==> config.mk <==
export PLATFORM = sky130hd
export DESIGN_NAME = time_set_ctrl
export DESIGN_NICKNAME = d
export VERILOG_FILES = /design/src/rtl/time_set_ctrl.sv
export SDC_FILE = /design/constraint.sdc
export NUM_CORES = 1
export LEC_CHECK = 0
export ABC_AREA = 1
export CORE_ASPECT_RATIO = 1.4
export CORE_MARGIN = 2
export CORE_UTILIZATION = 33
export DETAILED_ROUTE_END_ITERATION = 8
export GPL_TIMING_DRIVEN = 0
export PLACE_DENSITY = 0.54
export SYNTH_ARGS = -nofsm -noshare
export SYNTH_HDL_FRONTEND = slang
export SYNTH_SLANG_ARGS = --single-unit
==> constraint.sdc <==
create_clock -name clk -period 2.4 [get_ports clk]
set_input_delay 0.24 -clock clk [delete_from_list [all_inputs] [get_ports clk]]
set_output_delay 0.24 -clock clk [all_outputs]
set_load 0.02 [all_outputs]
==> src/rtl/time_set_ctrl.sv <==
// Clock time-setting controller: 1 Hz seconds carry, button-driven set mode, preset bus and PE.
// Latency: state, PE, mode, blink, cin_sec and pre_* are registered one cycle after the causing edge; buttons are edge-only.
module time_set_ctrl #(
  parameter int TICK_DIV    = 100_000_000,
  parameter int TIMEOUT_SEC = 10
) (
  input  logic       clk,
  input  logic       _CR,
  input  logic       btn_mode,
  input  logic       btn_inc,
  input  logic       btn_dec,
  input  logic [7:0] cur_hour,
  input  logic [7:0] cur_min,
  input  logic [7:0] cur_sec,
  output logic       cin_sec,
  output logic [7:0] pre_hour,
  output logic [7:0] pre_min,
  output logic [7:0] pre_sec,
  output logic       PE,
  output logic [1:0] mode,
  output logic       blink
);

  localparam int DW = $clog2(TICK_DIV);

  typedef enum logic [1:0] {RUN = 2'd0, SET_HOUR = 2'd1, SET_MIN = 2'd2, SET_SEC = 2'd3} state_t;

  state_t          state, state_nxt;
  logic            prev_mode, prev_inc, prev_dec;
  logic [DW-1:0]   divider, div_inc, div_nxt;
  logic [7:0]      tcnt;
  logic            edge_mode, edge_inc, edge_dec, any_edge;
  logic            div_wrap, timeout, state_chg, do_inc, do_dec;

  function automatic logic [7:0] adj(input logic [7:0] v, input logic [7:0] lim, input logic up);
    if (up) return (v >= lim) ? 8'd0 : v + 8'd1;
    else    return (v == 8'd0 || v > lim) ? lim : v - 8'd1;
  endfunction

  assign edge_mode = btn_mode & ~prev_mode;
  assign edge_inc  = btn_inc  & ~prev_inc;
  assign edge_dec  = btn_dec  & ~prev_dec;
  assign any_edge  = edge_mode | edge_inc | edge_dec;

  assign div_wrap = (divider == DW'(TICK_DIV - 1));
  assign div_inc  = div_wrap ? '0 : divider + 1'b1;

  // Timeout fires on the divider wrap that would bring the idle-second count to TIMEOUT_SEC.
  assign timeout = (state != RUN) && !any_edge && div_wrap &&
                   ({1'b0, tcnt} + 9'd1 == 9'(TIMEOUT_SEC));

  always_comb begin
    state_nxt = state;
    if (edge_mode) begin
      case (state)
        RUN:      state_nxt = SET_HOUR;
        SET_HOUR: state_nxt = SET_MIN;
        SET_MIN:  state_nxt = SET_SEC;
        default:  state_nxt = RUN;
      endcase
    end else if (timeout) begin
      state_nxt = RUN;
    end
  end

  assign state_chg = (state_nxt != state);
  assign div_nxt   = state_chg ? '0 : div_inc;
  assign do_inc    = edge_inc & ~edge_dec & ~edge_mode & (state != RUN);
  assign do_dec    = edge_dec & ~edge_inc & ~edge_mode & (state != RUN);
  assign mode      = state;

  always_ff @(posedge clk or negedge _CR) begin
    if (!_CR) begin
      state     <= RUN;
      prev_mode <= 1'b1;
      prev_inc  <= 1'b1;
      prev_dec  <= 1'b1;
      divider   <= '0;
      tcnt      <= 8'd0;
      PE        <= 1'b0;
      blink     <= 1'b0;
      cin_sec   <= 1'b0;
      pre_hour  <= 8'd0;
      pre_min   <= 8'd0;
      pre_sec   <= 8'd0;
    end else begin
      prev_mode <= btn_mode;
      prev_inc  <= btn_inc;
      prev_dec  <= btn_dec;
      state     <= state_nxt;
      divider   <= div_nxt;
      PE        <= (state_nxt != RUN);
      blink     <= (state_nxt != RUN) && (div_nxt < DW'(TICK_DIV / 2));
      // Suppressed when leaving RUN so no carry leaks into a set state.
      cin_sec   <= (state == RUN) && (state_nxt == RUN) && div_wrap;

      if (state_chg || any_edge || state_nxt == RUN) tcnt <= 8'd0;
      else if (div_wrap)                              tcnt <= tcnt + 8'd1;

      if (state == RUN && edge_mode) begin
        pre_hour <= cur_hour;
        pre_min  <= cur_min;
        pre_sec  <= cur_sec;
      end else if (do_inc || do_dec) begin
        case (state)
          SET_HOUR: pre_hour <= adj(pre_hour, 8'd23, do_inc);
          SET_MIN:  pre_min  <= adj(pre_min,  8'd59, do_inc);
          SET_SEC:  pre_sec  <= adj(pre_sec,  8'd59, do_inc);
          default:  ;
        endcase
      end
    end
  end

endmodule

==> flow_metrics.env <==
export IMPL_fin_tns_setup_ns=0
export IMPL_drc=0
export IMPL_grt_pass1_vias=4820
export IMPL_synthArstFlopShare_pct=100
export IMPL_required_ns=2.65
export IMPL_top_layer="met4"
export IMPL_hp_class="input pin to async pin"
export IMPL_ys_seq_area_share_pct=34.8
export IMPL_slowest_delay_ns=0.45
export IMPL_fp_row_count=52
export IMPL_grt_max_degree=68
export IMPL_worstPathArrival_ns=2.53
export IMPL_start_kind="flip-flop"
export IMPL_die_area_sq_um=15600
export IMPL_fin_skew_ns=0.00789
export IMPL_rsz0062_at_grt="true"
export IMPL_period_share_pct=94.6
export IMPL_p_total_mw=6.46
export IMPL_cts_hold_buf=0
export IMPL_clkSlewWorstSetupHoldPaths_ns=0.06
export IMPL_wl_met3_microns=659
export IMPL_worst_path_buf_inv=2
export IMPL_peakVddDrop_v=0.000399
export IMPL_max_freq_ghz=0.440
export IMPL_synthAdderAreaFrac_pct=4.15
export IMPL_crit_family="simple AND/OR/NAND/NOR gates"
export IMPL_drt_met1_wl_mm=5.60
export IMPL_dr_wl_met2_mm=7.58
export IMPL_syn_nets=718
export IMPL_synthXorXnorAreaFrac_pct=6.90
export IMPL_initial_utilization_pct=33.5
export IMPL_hold_viol=0
export IMPL_r2r_slack_ns=0.13
export IMPL_min_period_ns=2.27
export IMPL_syn_cell_area_sq_um=4820
export IMPL_clock_latency_ns=0.33
export IMPL_synth_seq_cells=67
export IMPL_avgRoutedWirePerCell_microns=15.2
export IMPL_status="finished, final reports clean"
export IMPL_cts_buffers=9
export IMPL_clockRootBuffer="clkbuf_16"
export IMPL_die_w_microns=106
export IMPL_cp_slowest_cell="dfrtp_2"
export IMPL_drtIter0Drc=341
export IMPL_path_class="flip-flop to flip-flop"
export IMPL_first_pass_iters=6
export IMPL_clock_sinks=67
export IMPL_die_height_microns=147
export IMPL_h_tree_depth=3
export IMPL_ant_nets=0
export IMPL_syn_area_per_cell_sq_um=7.17
export IMPL_cp_max_fo=5
export IMPL_p_per_area_nw_per_um2=1030
export IMPL_synth_compound_area_share_pct=12.9
export IMPL_crit_chain="ha_4, inv_2, nand2_2, nand2_1, nand2_1, nor2_1, nand3_1, nor2_2, nand2_2, nand2_4, nand2_4, nand2_4, nand2_8, nand2_8, nor2_4, nand2_2, o211ai_2, inv_2, nand2_1, nor2_1"
export IMPL_drive_gt1_share_pct=15.8
export IMPL_synthMuxAreaShare_pct=0
export IMPL_antenna_found_initial=0
export IMPL_grt_use_total_pct=18.8
export IMPL_numPortBuffers=57
export IMPL_worst_pin_slew_ns=0.884
export IMPL_avgViaCountPerCell=5.09
export IMPL_cap_violations=0
export IMPL_synthSimpleGateAreaFrac_pct=31.7
export IMPL_yosys_cell_types_count=42
export IMPL_end_kind="flip-flop"
export IMPL_drv_slew=0
export IMPL_synth_warnings=0
export IMPL_nNetsFinal=801
export IMPL_setup_viol=0
export IMPL_vias=4840
export IMPL_ios=58
export IMPL_n_antenna_cell=0
export IMPL_dp_hpwl_mm=10.7
export IMPL_cts_tree="done"
export IMPL_synth_top_family_by_area="simple AND/OR/NAND/NOR gates"
export IMPL_routed_wl_mm=14.5
export IMPL_synthFlopType="dfrtp_1"
export IMPL_synth_edf_count=0
export IMPL_grt_overflow=0
export IMPL_gp_congestion=0.976
export IMPL_p_leak_nw=2.80
export IMPL_core_area_sq_um=14400
export IMPL_relSlewSlack_pct=41.0
export IMPL_max_clock_path_buffers=2
export IMPL_grt_first_pass_wirelength_mm=23.3
export IMPL_syn_to_final_growth_pct=30.3
export IMPL_synthCells=673
logic make-up (layout without fill, tap and decap cells):
| family | count (synthesis) | in the layout |
|---|---|---|
| XOR/XNOR | 38 | 38 |
| adder cells (fa/ha/maj) | 16 | 16 |
| AO/OA/AOI/OAI | 105 | 105 |
| flip-flops | 67 | 67 |
| AND/OR/NAND/NOR | 327 | 328 |
| buffers and inverters | 120 | 207 |
per-layer routing:
layer | track usage (%) | vias up
li1 | - | 2368
met1 | 21.4 | 2283
met2 | 34.0 | 151
met3 | 2.75 | 38
met4 | 9.28 | 0
met5 | 0 | -
path summary, 6_finish.rpt:
check                                          end  cells past startpoint               startpoint
min in group clk                prev_inc$_DFF_PN1_                      1                  btn_inc
min                        pre_hour[3]$_DFFE_PN0P_                      1                      _CR
max                                blink$_DFF_PN0_                     20      tcnt[0]$_DFFE_PN0P_
max in group asynchronous      tcnt[1]$_DFFE_PN0P_                      1                      _CR
max reg2reg                        blink$_DFF_PN0_                     20      tcnt[0]$_DFFE_PN0P_
min reg2reg                pre_hour[7]$_DFFE_PN0P_                      2  pre_hour[7]$_DFFE_PN0P_
area by class of cell:
| class | instances | area, sq um |
|---|---|---|
| plain buffers | 14 | 60.1 |
| clock buffers | 14 | 264 |
| clock inverters | 2 | 35.0 |
| fillers | 1476 | 8090 |
| inverters | 106 | 399 |
| multi-input cells | 487 | 2930 |
| flip-flops and latches | 67 | 1690 |
| well taps | 189 | 236 |
| repair buffers | 71 | 673 |
report_power, final:
part | switching [mW] | leakage, nW | internal, mW
logic | 2.14 | 1.78 | 1.33
clock network | 0.488 | 0.147 | 0.861
registers | 0.259 | 0.870 | 1.38
cells in the mapped netlist (7+ instances only):
library cell	instances	area, sq um
nand4_1	13	81.3
inv_1	98	368
nand2_2	12	75.1
nor4_1	8	50.1
nor2_1	90	338
nand3_1	44	220
nor3_1	16	80.1
nand2_1	119	447
xor2_1	32	280
o21ai_0	45	225
a21oi_1	16	80.1
dfrtp_1	64	1600
ha_1	16	200
o211ai_1	7	52.6
o22ai_1	13	81.3
a31oi_1	9	56.3
clkbuf_1	9	33.8
per-stage QoR:
stage	setup slack (ns)	hold WS (ns)	utilization (%)	cells	instance area (sq um)
2_1_floorplan	0.157	-0.0556	-	673	4820
3_3_place_gp	-1.35	0.467	39.2	919	5630
3_5_place_dp	-0.714	0.433	39.1	919	5630
4_1_cts	0.00496	0.0732	42.0	943	6050
5_1_grt	-0.0602	0.108	43.7	950	6290
6_report	0.129	0.0282	43.7	950	6290
cell usage in the layout, fill, tap and decap left out, types with 3 or more instances in the layout:
cell type,Yosys,routed
nand2_2,12,14
clkbuf_16,0,9
ha_1,16,12
o22ai_1,13,13
a31oi_1,9,9
nor3_2,3,3
nand2_1,119,112
dfrtp_1,64,59
nand3_2,3,4
nand2_4,2,5
nand3_1,44,40
inv_2,6,12
clkbuf_1,9,11
o211ai_1,7,7
o21ai_0,45,41
o221ai_1,4,4
ha_4,0,4
nor2_1,90,81
buf_2,5,5
clkdlybuf4s50_1,0,56
buf_4,0,15
nand3_4,1,4
xnor2_1,6,6
xor2_1,32,32
nor2_4,6,11
nor3_1,16,15
dfrtp_2,0,5
inv_1,98,93
dfstp_2,3,3
nand4_1,13,13
nor2_2,4,9
nor4_1,8,8
a21oi_1,16,16
flip-flops by register name, summed over array words and instances (netlist names), 2 cells and up:
signal    cells
tcnt          8
pre_hour      8
pre_sec       8
divider      27
mode          2
pre_min       8
what timing repair did:
item	4_1_cts	5_1_grt
pin swaps	3	23
cloned	0	1
endpoints found under the hold margin	0	0
resized for setup	21	46
setup endpoints to repair	39	39
setup buffers	8	6
Power figures use the tool's default switching activity.
